<file path="config.mk">
export PLATFORM = sky130hd
export DESIGN_NAME = agc_gain_compensator
export DESIGN_NICKNAME = d
export VERILOG_FILES = /design/src/rtl/agc_pkg.sv /design/src/rtl/agc_scale_pipe.sv /design/src/rtl/agc_gain_compensator.sv
export SDC_FILE = /design/constraint.sdc
export NUM_CORES = 1
export LEC_CHECK = 0
export ABC_AREA = 1
export BUFFER_PORTS_ARGS = -buffer_cell sky130_fd_sc_hd__buf_4
export CORE_UTILIZATION = 50
export CTS_CLUSTER_SIZE = 40
export DETAILED_ROUTE_END_ITERATION = 10
export GPL_TIMING_DRIVEN = 0
export PLACE_DENSITY = 0.67
export REMOVE_ABC_BUFFERS = 1
export SLEW_MARGIN = 5
export SYNTH_ARGS = -nofsm -noshare
export SYNTH_HDL_FRONTEND = slang
export SYNTH_SLANG_ARGS = --single-unit
</file>
<file path="constraint.sdc">
create_clock -name clk -period 6.05 [get_ports clk]
set_input_delay 0.605 -clock clk [delete_from_list [all_inputs] [get_ports clk]]
set_output_delay 0.605 -clock clk [all_outputs]
set_load 0.1 [all_outputs]
</file>
<file path="src/rtl/agc_pkg.sv">
// Shared AGC definitions: relay gain encoding, FSM states and the
// gain-compensation coefficient table used by the scaling datapath.
package agc_pkg;

  localparam int DATA_W    = 12;
  localparam int COEF_W    = 19;
  localparam int PROD_W    = DATA_W + COEF_W;
  localparam int COEF_FRAC = 4;

  typedef enum logic [1:0] {
    G3     = 2'b00,
    G6P5   = 2'b01,
    G13P5  = 2'b10,
    G29P25 = 2'b11
  } gain_sel_t;

  typedef enum logic [1:0] {
    WAIT_STABLE = 2'b00,
    BLANK       = 2'b01,
    RUN         = 2'b10
  } agc_state_t;

  // round(2^(16+COEF_FRAC) / gain) for 3, 6.5, 13.5 and 29.25x
  localparam logic [COEF_W-1:0] COEF [4] = '{
    19'd349525, 19'd161319, 19'd77672, 19'd35849
  };

endpackage

</file>
<file path="src/rtl/agc_scale_pipe.sv">
// Three-stage multiply / round / saturate datapath that divides out the
// front-end gain; only the valid chain and the outputs are reset.
module agc_scale_pipe
  import agc_pkg::*;
#(
  parameter int OUT_W   = 16,
  parameter int CLIP_TH = 4000
) (
  input  logic                clk,
  input  logic                rst,
  input  logic                in_valid,
  input  logic [DATA_W-1:0]   in_data,
  input  logic [COEF_W-1:0]   in_coef,
  input  logic [1:0]          in_gain,
  output logic                out_valid,
  output logic [OUT_W-1:0]    out_data,
  output logic [1:0]          out_gain,
  output logic                out_clip
);

  localparam logic [DATA_W-1:0] CLIP_Q  = DATA_W'(CLIP_TH);
  localparam logic [31:0]       SAT_MAX = 32'((64'd1 << OUT_W) - 64'd1);

  logic                vld_p0, vld_p1;
  logic [DATA_W-1:0]   data_p0;
  logic [COEF_W-1:0]   coef_p0;
  logic [1:0]          gain_p0, gain_p1;
  logic                clip_p0, clip_p1;
  logic [PROD_W-1:0]   prod_p1;

  function automatic logic [OUT_W-1:0] round_sat(input logic [PROD_W-1:0] p);
    logic [PROD_W:0]    r;
    logic [PROD_W-16:0] q;
    r = {1'b0, p} + (PROD_W+1)'(32'd32768);
    q = r[PROD_W:16];
    if (32'(q) > SAT_MAX) return '1;
    return OUT_W'(q);
  endfunction

  always_ff @(posedge clk or posedge rst) begin
    if (rst) begin
      vld_p0 <= 1'b0;
      vld_p1 <= 1'b0;
    end else begin
      vld_p0 <= in_valid;
      vld_p1 <= vld_p0;
    end
  end

  // p0: capture sample, coefficient, gain tag and clip flag
  always_ff @(posedge clk) begin
    if (in_valid) begin
      data_p0 <= in_data;
      coef_p0 <= in_coef;
      gain_p0 <= in_gain;
      clip_p0 <= (in_data >= CLIP_Q);
    end
  end

  // p1: full-precision product
  always_ff @(posedge clk) begin
    if (vld_p0) begin
      prod_p1 <= PROD_W'(data_p0) * PROD_W'(coef_p0);
      gain_p1 <= gain_p0;
      clip_p1 <= clip_p0;
    end
  end

  // p2: round, saturate and hold outputs between samples
  always_ff @(posedge clk or posedge rst) begin
    if (rst) begin
      out_valid <= 1'b0;
      out_data  <= '0;
      out_gain  <= 2'b00;
      out_clip  <= 1'b0;
    end else begin
      out_valid <= vld_p1;
      if (vld_p1) begin
        out_data <= round_sat(prod_p1);
        out_gain <= gain_p1;
        out_clip <= clip_p1;
      end
    end
  end

endmodule

</file>
<file path="src/rtl/agc_gain_compensator.sv">
// Converts raw ADC codes to input-referred amplitude, discarding samples
// while the relays switch or settle after the AGC changes gain.
module agc_gain_compensator
  import agc_pkg::*;
#(
  parameter int FRAC          = 4,
  parameter int OUT_W         = 16,
  parameter int BLANK_SAMPLES = 4,
  parameter int CLIP_TH       = 4000
) (
  input  logic             clk,
  input  logic             rst,
  input  logic             adc_valid,
  input  logic [11:0]      adc_data,
  input  logic [1:0]       relay_ctrl,
  input  logic             stable,
  output logic             out_valid,
  output logic [OUT_W-1:0] out_data,
  output logic [1:0]       out_gain,
  output logic             out_clip,
  output logic             blank
);

  localparam int CNT_W = (BLANK_SAMPLES < 1) ? 1 : $clog2(BLANK_SAMPLES + 1);
  localparam logic [CNT_W-1:0] LAST_CNT = CNT_W'(BLANK_SAMPLES - 1);

  if (FRAC != COEF_FRAC) begin : g_frac_chk
    $error("agc_gain_compensator: coefficient table is built for FRAC=4");
  end

  agc_state_t      state, state_nxt;
  logic [CNT_W-1:0] cnt, cnt_nxt;
  logic [1:0]      relay_q;
  logic            gain_chg;
  logic            accept;
  gain_sel_t       relay_sel;

  assign gain_chg  = (relay_ctrl != relay_q);
  assign relay_sel = gain_sel_t'(relay_ctrl);

  always_ff @(posedge clk or posedge rst) begin
    if (rst) begin
      state   <= WAIT_STABLE;
      cnt     <= '0;
      relay_q <= 2'b00;
    end else begin
      state   <= state_nxt;
      cnt     <= cnt_nxt;
      relay_q <= relay_ctrl;
    end
  end

  // Losing stable dominates a gain change; samples coinciding with either are ignored.
  always_comb begin
    state_nxt = state;
    cnt_nxt   = cnt;
    unique case (state)
      WAIT_STABLE: begin
        cnt_nxt = '0;
        if (stable && !gain_chg) state_nxt = BLANK;
      end
      BLANK: begin
        if (!stable) begin
          state_nxt = WAIT_STABLE;
        end else if (gain_chg) begin
          cnt_nxt = '0;
        end else if (BLANK_SAMPLES == 0) begin
          state_nxt = RUN;
        end else if (adc_valid) begin
          cnt_nxt = cnt + 1'b1;
          if (cnt == LAST_CNT) state_nxt = RUN;
        end
      end
      RUN: begin
        if (!stable) begin
          state_nxt = WAIT_STABLE;
        end else if (gain_chg) begin
          state_nxt = BLANK;
          cnt_nxt   = '0;
        end
      end
      default: begin
        state_nxt = WAIT_STABLE;
        cnt_nxt   = '0;
      end
    endcase
  end

  always_comb begin
    blank  = (state != RUN);
    accept = (state == RUN) && adc_valid && stable && !gain_chg;
  end

  agc_scale_pipe #(
    .OUT_W   (OUT_W),
    .CLIP_TH (CLIP_TH)
  ) u_scale_pipe (
    .clk       (clk),
    .rst       (rst),
    .in_valid  (accept),
    .in_data   (adc_data),
    .in_coef   (COEF[relay_sel]),
    .in_gain   (relay_ctrl),
    .out_valid (out_valid),
    .out_data  (out_data),
    .out_gain  (out_gain),
    .out_clip  (out_clip)
  );

endmodule

</file>
==> results.toml, run 1 <==
[run_status]
status = "finished clean"

[power]
cellLeakagePower_nw = 5.86
ir_drop_uv = 172
p_total_mw = 2.19
power_density_nw_per_um2 = 208

[setup_path]
cp-end-kind = "flip-flop"
rrSetupSlack_ps = 360
cp_data_arrival_time_ps = 5790
path_class = "flip-flop to flip-flop"
critPathMaxFanout = 13
required_ps = 6150
cp-start-kind = "flip-flop"

[synthesis]
synthCells = 1141
synth_edf_count = 41
synth-seq-area-share_pct = 20.2
ys_warn_count = 0
async_flop_share_pct = 41.4
syn_area_sq_um = 9670
synthFlopType = "edfxtp_1"
synth_cell_types = 36
ys_ff_latch = 70
syn_area_per_cell_sq_um = 8.48

[route]
first_pass_iters = 5
avgRoutedWirePerCell_um = 15.9
drt_first_iter_violations = 542
drc = 0
routed_wl_um = 22700
vias_per_cell = 4.99
vias = 7153
ant_nets = 0

[min_path]
hp-class = "input port to flip-flop"

[flow_run]
drv_cap = 0

[timing]
fin_worst_skew_ps = 12.3
rsz0062_at_grt = "false"
report.final.slew_viol_count = 0
period_needed_ps = 5690
hold_ws_ps = 429
setup_tns_ps = 0
tightest_slew_ps = 1090
fmax_ghz = 0.176
hold_viol_final = 0
setup_violations = 0
min_period_over_period_pct = 94.0
slew_headroom_pct = 27.5

[global_routing]
grt_pass1_vias = 7335
antenna_found_initial = 0
grt_max_degree = 30
grt_pass1_wl_um = 37400
groute.usage.overall_pct = 25.3
overflow = 0

[layout]
design_area_sq_um = 10500
final_util_pct = 55.7
layout-drive-gt1-share_pct = 7.42
final_nets = 1428
area_delta_synth_final_pct = 8.47
seqCellArea_sq_um = 1960
multi_input_area_sq_um = 6420
fill_cells = 1791
diodes = 0

[floorplanning]
core_sq_um = 18800
die-height_um = 141
die_area_sq_um = 19900
die_w_um = 141
fp-row-count = 50
start_util_pct = 51.4
ios = 39

[place]
placed_area_sq_um = 10200
io_buffer_count = 38
gp_congestion = 0.963
dp_hpwl_um = 19600

[clock_tree]
numClockSinks = 70
root_buffer = "clkbuf_16"
post-cts-setup-buffer-count = 0
cts_buffers = 9
cts_tree = "built"
path_clk_slew_ps = 70
htree_levels = 3
ctsResizeCount = 0
cts-hold-fix-buffers = 0
cts.path.max_buffers = 2
worstSkewPairLatency_ps = 350
[worst paths after layout]
check                                                        start                               endpoint  depth (start not counted)
worst max-delay path            u_scale_pipe.coef_p0[11]$_DFFE_PP_     u_scale_pipe.prod_p1[26]$_DFFE_PP_                         20
worst min-delay path                                   adc_data[1]      u_scale_pipe.data_p0[1]$_DFFE_PP_                          1
worst max register to register  u_scale_pipe.coef_p0[11]$_DFFE_PP_     u_scale_pipe.prod_p1[26]$_DFFE_PP_                         20
worst min register to register   u_scale_pipe.gain_p0[0]$_DFFE_PP_      u_scale_pipe.gain_p1[0]$_DFFE_PP_                          0
max in group asynchronous                                      rst  u_scale_pipe.out_data[14]$_DFFE_PP0P_                          2
min in group asynchronous                                      rst      u_scale_pipe.out_clip$_DFFE_PP0P_                          2
[sequential cells by signal, indices dropped and copies added, names as in the netlist, 2 cells and up]
name / flops
u_scale_pipe.out_gain: 2
cnt: 3
state: 2
u_scale_pipe.prod_p1: 16
u_scale_pipe.coef_p0: 8
u_scale_pipe.out_data: 16
relay_q: 2
u_scale_pipe.data_p0: 12
u_scale_pipe.gain_p1: 2
[through the flow]
stage	std cells	worst slack [ps]
global route	1433	105
finish	1433	362
global placement	1416	558
floorplan	1118	1230
CTS	1433	496
detailed placement	1417	574
[synth_stat cells (all sizes together), types with 3 or more instances]
cell	count	area (sq um)
a21o	4	30.0
a21oi	31	155
a31oi	3	18.8
clkbuf	22	86.3
dfrtp	29	726
edfxtp	41	1230
fa	147	2940
ha	95	1190
inv	320	1200
nand2	257	1000
nand3	33	170
nand4	8	50.1
nor2	56	233
nor3	17	90.1
o21ai	30	150
o21bai	10	78.8
or2	3	18.8
xnor2	7	61.3
xor2	20	175
[layout make-up]
| cell class | count | share of cell area (%) |
|---|---|---|
| Sequential cell | 70 | 18.7 |
| Timing Repair Buffer | 39 | 2.86 |
| Inverter | 320 | 11.5 |
| Multi-Input combinational cell | 728 | 61.2 |
| Clock inverter | 7 | 0.573 |
| Tap cell | 260 | 3.10 |
| Clock buffer | 9 | 2.15 |
[power breakdown]
part	leakage, nW	total (mW)	internal, mW	switching, mW
Combinational	4.96	1.05	0.303	0.751
Sequential	0.763	0.611	0.576	0.0345
Clock	0.139	0.521	0.286	0.235
[layout by cell type (no fill, tap or decap), types with 2 or more instances in the layout]
cell	count
inv_1	316
nand2_1	242
fa_1	147
ha_1	95
nor2_1	50
edfxtp_1	41
buf_4	38
nand3_1	32
a21oi_1	31
dfrtp_1	29
xor2_1	20
o21ai_0	17
nor3_1	16
nand2_2	15
o21ai_1	13
o21bai_1	9
clkbuf_16	9
nand4_1	8
xnor2_1	7
inv_2	4
nor2_2	4
a21o_1	4
or2_2	3
a31oi_1	3
inv_6	3
nor2_4	2
[worst max-delay path: stages (launching register included)]
cell      delay (ps)
edfxtp_1         780
nand2_1          230
xor2_1           220
inv_1             70
ha_1             270
inv_1             50
fa_1             540
inv_1             60
fa_1             510
fa_1             550
inv_1             60
fa_1             530
inv_1             40
ha_1             390
nand2_1          140
nor2_1           190
inv_1             80
nor3_1           320
nand3_1          220
nand3_1          120
nand2_1           50
[logic make-up after synthesis]
| logic type | synth area share [%] |
|---|---|
| and+or+nand+nor | 16.4 |
| buffers and inverters | 13.4 |
| adders and majority gates | 42.7 |
| AOI/OAI and AO/OA | 4.80 |
| DFF | 20.2 |
| xor gates and xnor gates | 2.45 |
[routing by layer]
layer  GRT usage, %  vias to the layer above  routed length, um
met5              0                        -                  0
met4           8.75                        0                678
met3           4.01                       38               1400
met2           40.0                      232              10500
met1           35.4                     3426              10200
li1               -                     3457                  -
Power figures use the tool's default switching activity.
==> inputs of run 2 (changes only) <==
CORE_UTILIZATION = 49   (was 50)
PLACE_DENSITY = 0.66   (was 0.67)
==> run 2 against run 1 <==
Non-clock buffer count is the same. Global-route usage decreased by 0.10 points. Routed wire length shrank 0.34%. First-iteration DRC count increased by 11%. Sequential power about the same. Worst hold slack better by 0.59 ps. Clock power barely moved. Via count grew 0.57%. Design area hardly changed. Critical path type unchanged. Largest cell class unchanged.
==> results.toml, run 2 (synthesis gave the netlist of run 1 again) <==
[run_status]
status = "finished clean"

[route]
vias_per_cell = 5.00
drt_first_iter_violations = 599
drc = 0
first_pass_iters = 5
ant_nets = 0
vias = 7194
avgRoutedWirePerCell_um = 15.7
routed_wl_um = 22600

[timing]
fin_worst_skew_ps = 6.81
fmax_ghz = 0.178
rsz0062_at_grt = "false"
slew_headroom_pct = 25.4
tightest_slew_ps = 1120
setup_violations = 0
hold_viol_final = 0
period_needed_ps = 5630
min_period_over_period_pct = 93.0
setup_tns_ps = 0
report.final.slew_viol_count = 0
fin_ws_ps = 421

[layout]
stdcell_count = 1438
design_area_sq_um = 10500
final_cell_mix = "316 x inv_1, 242 x nand2_1, 147 x fa_1, 95 x ha_1, 50 x nor2_1"
fill_cells = 1859
layout-drive-gt1-share_pct = 7.42
diodes = 0
area_delta_synth_final_pct = 8.53
layout_commonest_cell = "inv_1"
largest_registers = "u_scale_pipe.out_data x16, u_scale_pipe.prod_p1 x16, u_scale_pipe.data_p0 x12"
multi_input_area_sq_um = 6420
final_nets = 1428
seqCellArea_sq_um = 1960

[floorplanning]
core_sq_um = 19400
ios = 39
die-height_um = 142
die_w_um = 142
start_util_pct = 49.9
die_area_sq_um = 20300
fp-row-count = 51

[clock_tree]
worstSkewPairLatency_ps = 340
cts.path.max_buffers = 2
cts_buffers = 9
ctsResizeCount = 0
post-cts-setup-buffer-count = 0
htree_levels = 3
cts-hold-fix-buffers = 0
path_clk_slew_ps = 70
root_buffer = "clkbuf_16"
cts_tree = "built"
numClockSinks = 70

[setup_path]
path_cells = "nand2_1 -> xor2_1 -> ha_1 -> o21bai_1 -> fa_1 -> fa_1 -> fa_1 -> inv_1 -> fa_1 -> inv_1 -> ha_1 -> nand2_1 -> nor2_1 -> inv_1 -> nor3_1 -> nand3_1 -> nand3_1 -> nand2_1"
r2r-end = "u_scale_pipe.prod_p1[26]$_DFFE_PP_"
cp-end-kind = "flip-flop"
cp_common_cell = "fa_1"
rr_startpoint = "u_scale_pipe.coef_p0[16]$_DFFE_PP_"
critPathMaxFanout = 12
rrSetupSlack_ps = 420
crit_buf_inv = 3
slowest_stage = "edfxtp_1"
cp.depth = 18
path_class = "flip-flop to flip-flop"
cp-start-kind = "flip-flop"
ff2ff_path_depth = 18
slowest_delay_ps = 770
critPathTopFamily = "adder cells"
required_ps = 6150
cp_data_arrival_time_ps = 5730

[power]
power_density_nw_per_um2 = 208
ir_drop_uv = 136
cellLeakagePower_nw = 5.87
p_total_mw = 2.18

[place]
place_inst = 1422
dp_hpwl_um = 19600
placed_area_sq_um = 10200
gp_congestion = 0.940
pre_cts_ws_ps = 569
io_buffer_count = 38

[min_path]
hp-class = "flip-flop to flip-flop"
worstHoldEndpoint = "u_scale_pipe.gain_p1[0]$_DFFE_PP_"
hold_depth = 0
min_from = "u_scale_pipe.gain_p0[0]$_DFFE_PP_"

[global_routing]
antenna_found_initial = 0
groute.usage.overall_pct = 25.2
grt_max_degree = 30
overflow = 0
grt_pass1_vias = 7343
grt_pass1_wl_um = 37900

[flow_run]
drv_cap = 0
run 2: cell types whose count changed in the layout (fill, tap and decap cells not counted):
cell,change
inv_4,+1
clkinvlp_4,-1
run 2: worst max-delay path by stage:
stage,to,start,slack (ps)
CTS,u_scale_pipe.prod_p1[26]$_DFFE_PP_,u_scale_pipe.coef_p0[11]$_DFFE_PP_,530
detailed placement,u_scale_pipe.prod_p1[26]$_DFFE_PP_,u_scale_pipe.coef_p0[11]$_DFFE_PP_,570
global route,u_scale_pipe.prod_p1[26]$_DFFE_PP_,u_scale_pipe.coef_p0[11]$_DFFE_PP_,180
floorplan,u_scale_pipe.prod_p1[30]$_DFFE_PP_,u_scale_pipe.coef_p0[14]$_DFFE_PP_,1230
global placement,u_scale_pipe.prod_p1[26]$_DFFE_PP_,u_scale_pipe.coef_p0[11]$_DFFE_PP_,500
finish,u_scale_pipe.prod_p1[26]$_DFFE_PP_,u_scale_pipe.coef_p0[16]$_DFFE_PP_,420
run 2: power breakdown:
group,internal [mW],switching (mW),total (mW)
Sequential,0.576,0.0333,0.610
Combinational,0.303,0.749,1.05
Clock,0.286,0.234,0.520
Total,1.16,1.02,2.18
run 2: cell type report:
| type | count | area share, % |
|---|---|---|
| clock inverters | 7 | 0.560 |
| flip-flops and latches | 70 | 18.6 |
| multi-input cells | 728 | 61.2 |
| clock buffers | 9 | 2.15 |
| repair buffers | 39 | 2.86 |
| inverters | 320 | 11.4 |
| well taps | 265 | 3.16 |
run 2: layer usage:
| metal | track usage [%] | share of wire, % | vias up |
|---|---|---|---|
| li1 | - | - | 3467 |
| met1 | 34.3 | 45 | 3455 |
| met2 | 39.8 | 45 | 230 |
| met3 | 4.95 | 6.7 | 42 |
| met4 | 9.62 | 3.4 | 0 |
| met5 | 0 | 0 | - |
run 2: through the flow:
| step | utilization [%] | hold WS [ps] |
|---|---|---|
| floorplan | - | 400 |
| global placement | 52.5 | 420 |
| detailed placement | 52.6 | 434 |
| CTS | 54.1 | 423 |
| global route | 54.1 | 424 |
| finish | 54.1 | 429 |
run 2: worst register-to-register path, cell delays in order (launching register included):
cell      delay [ps]
edfxtp_1         770
nand2_1          330
xor2_1           240
ha_1             180
o21bai_1         170
fa_1             520
fa_1             540
fa_1             550
inv_1             60
fa_1             540
inv_1             40
ha_1             350
nand2_1          120
nor2_1           180
inv_1             80
nor3_1           330
nand3_1          210
nand3_1          110
nand2_1           50
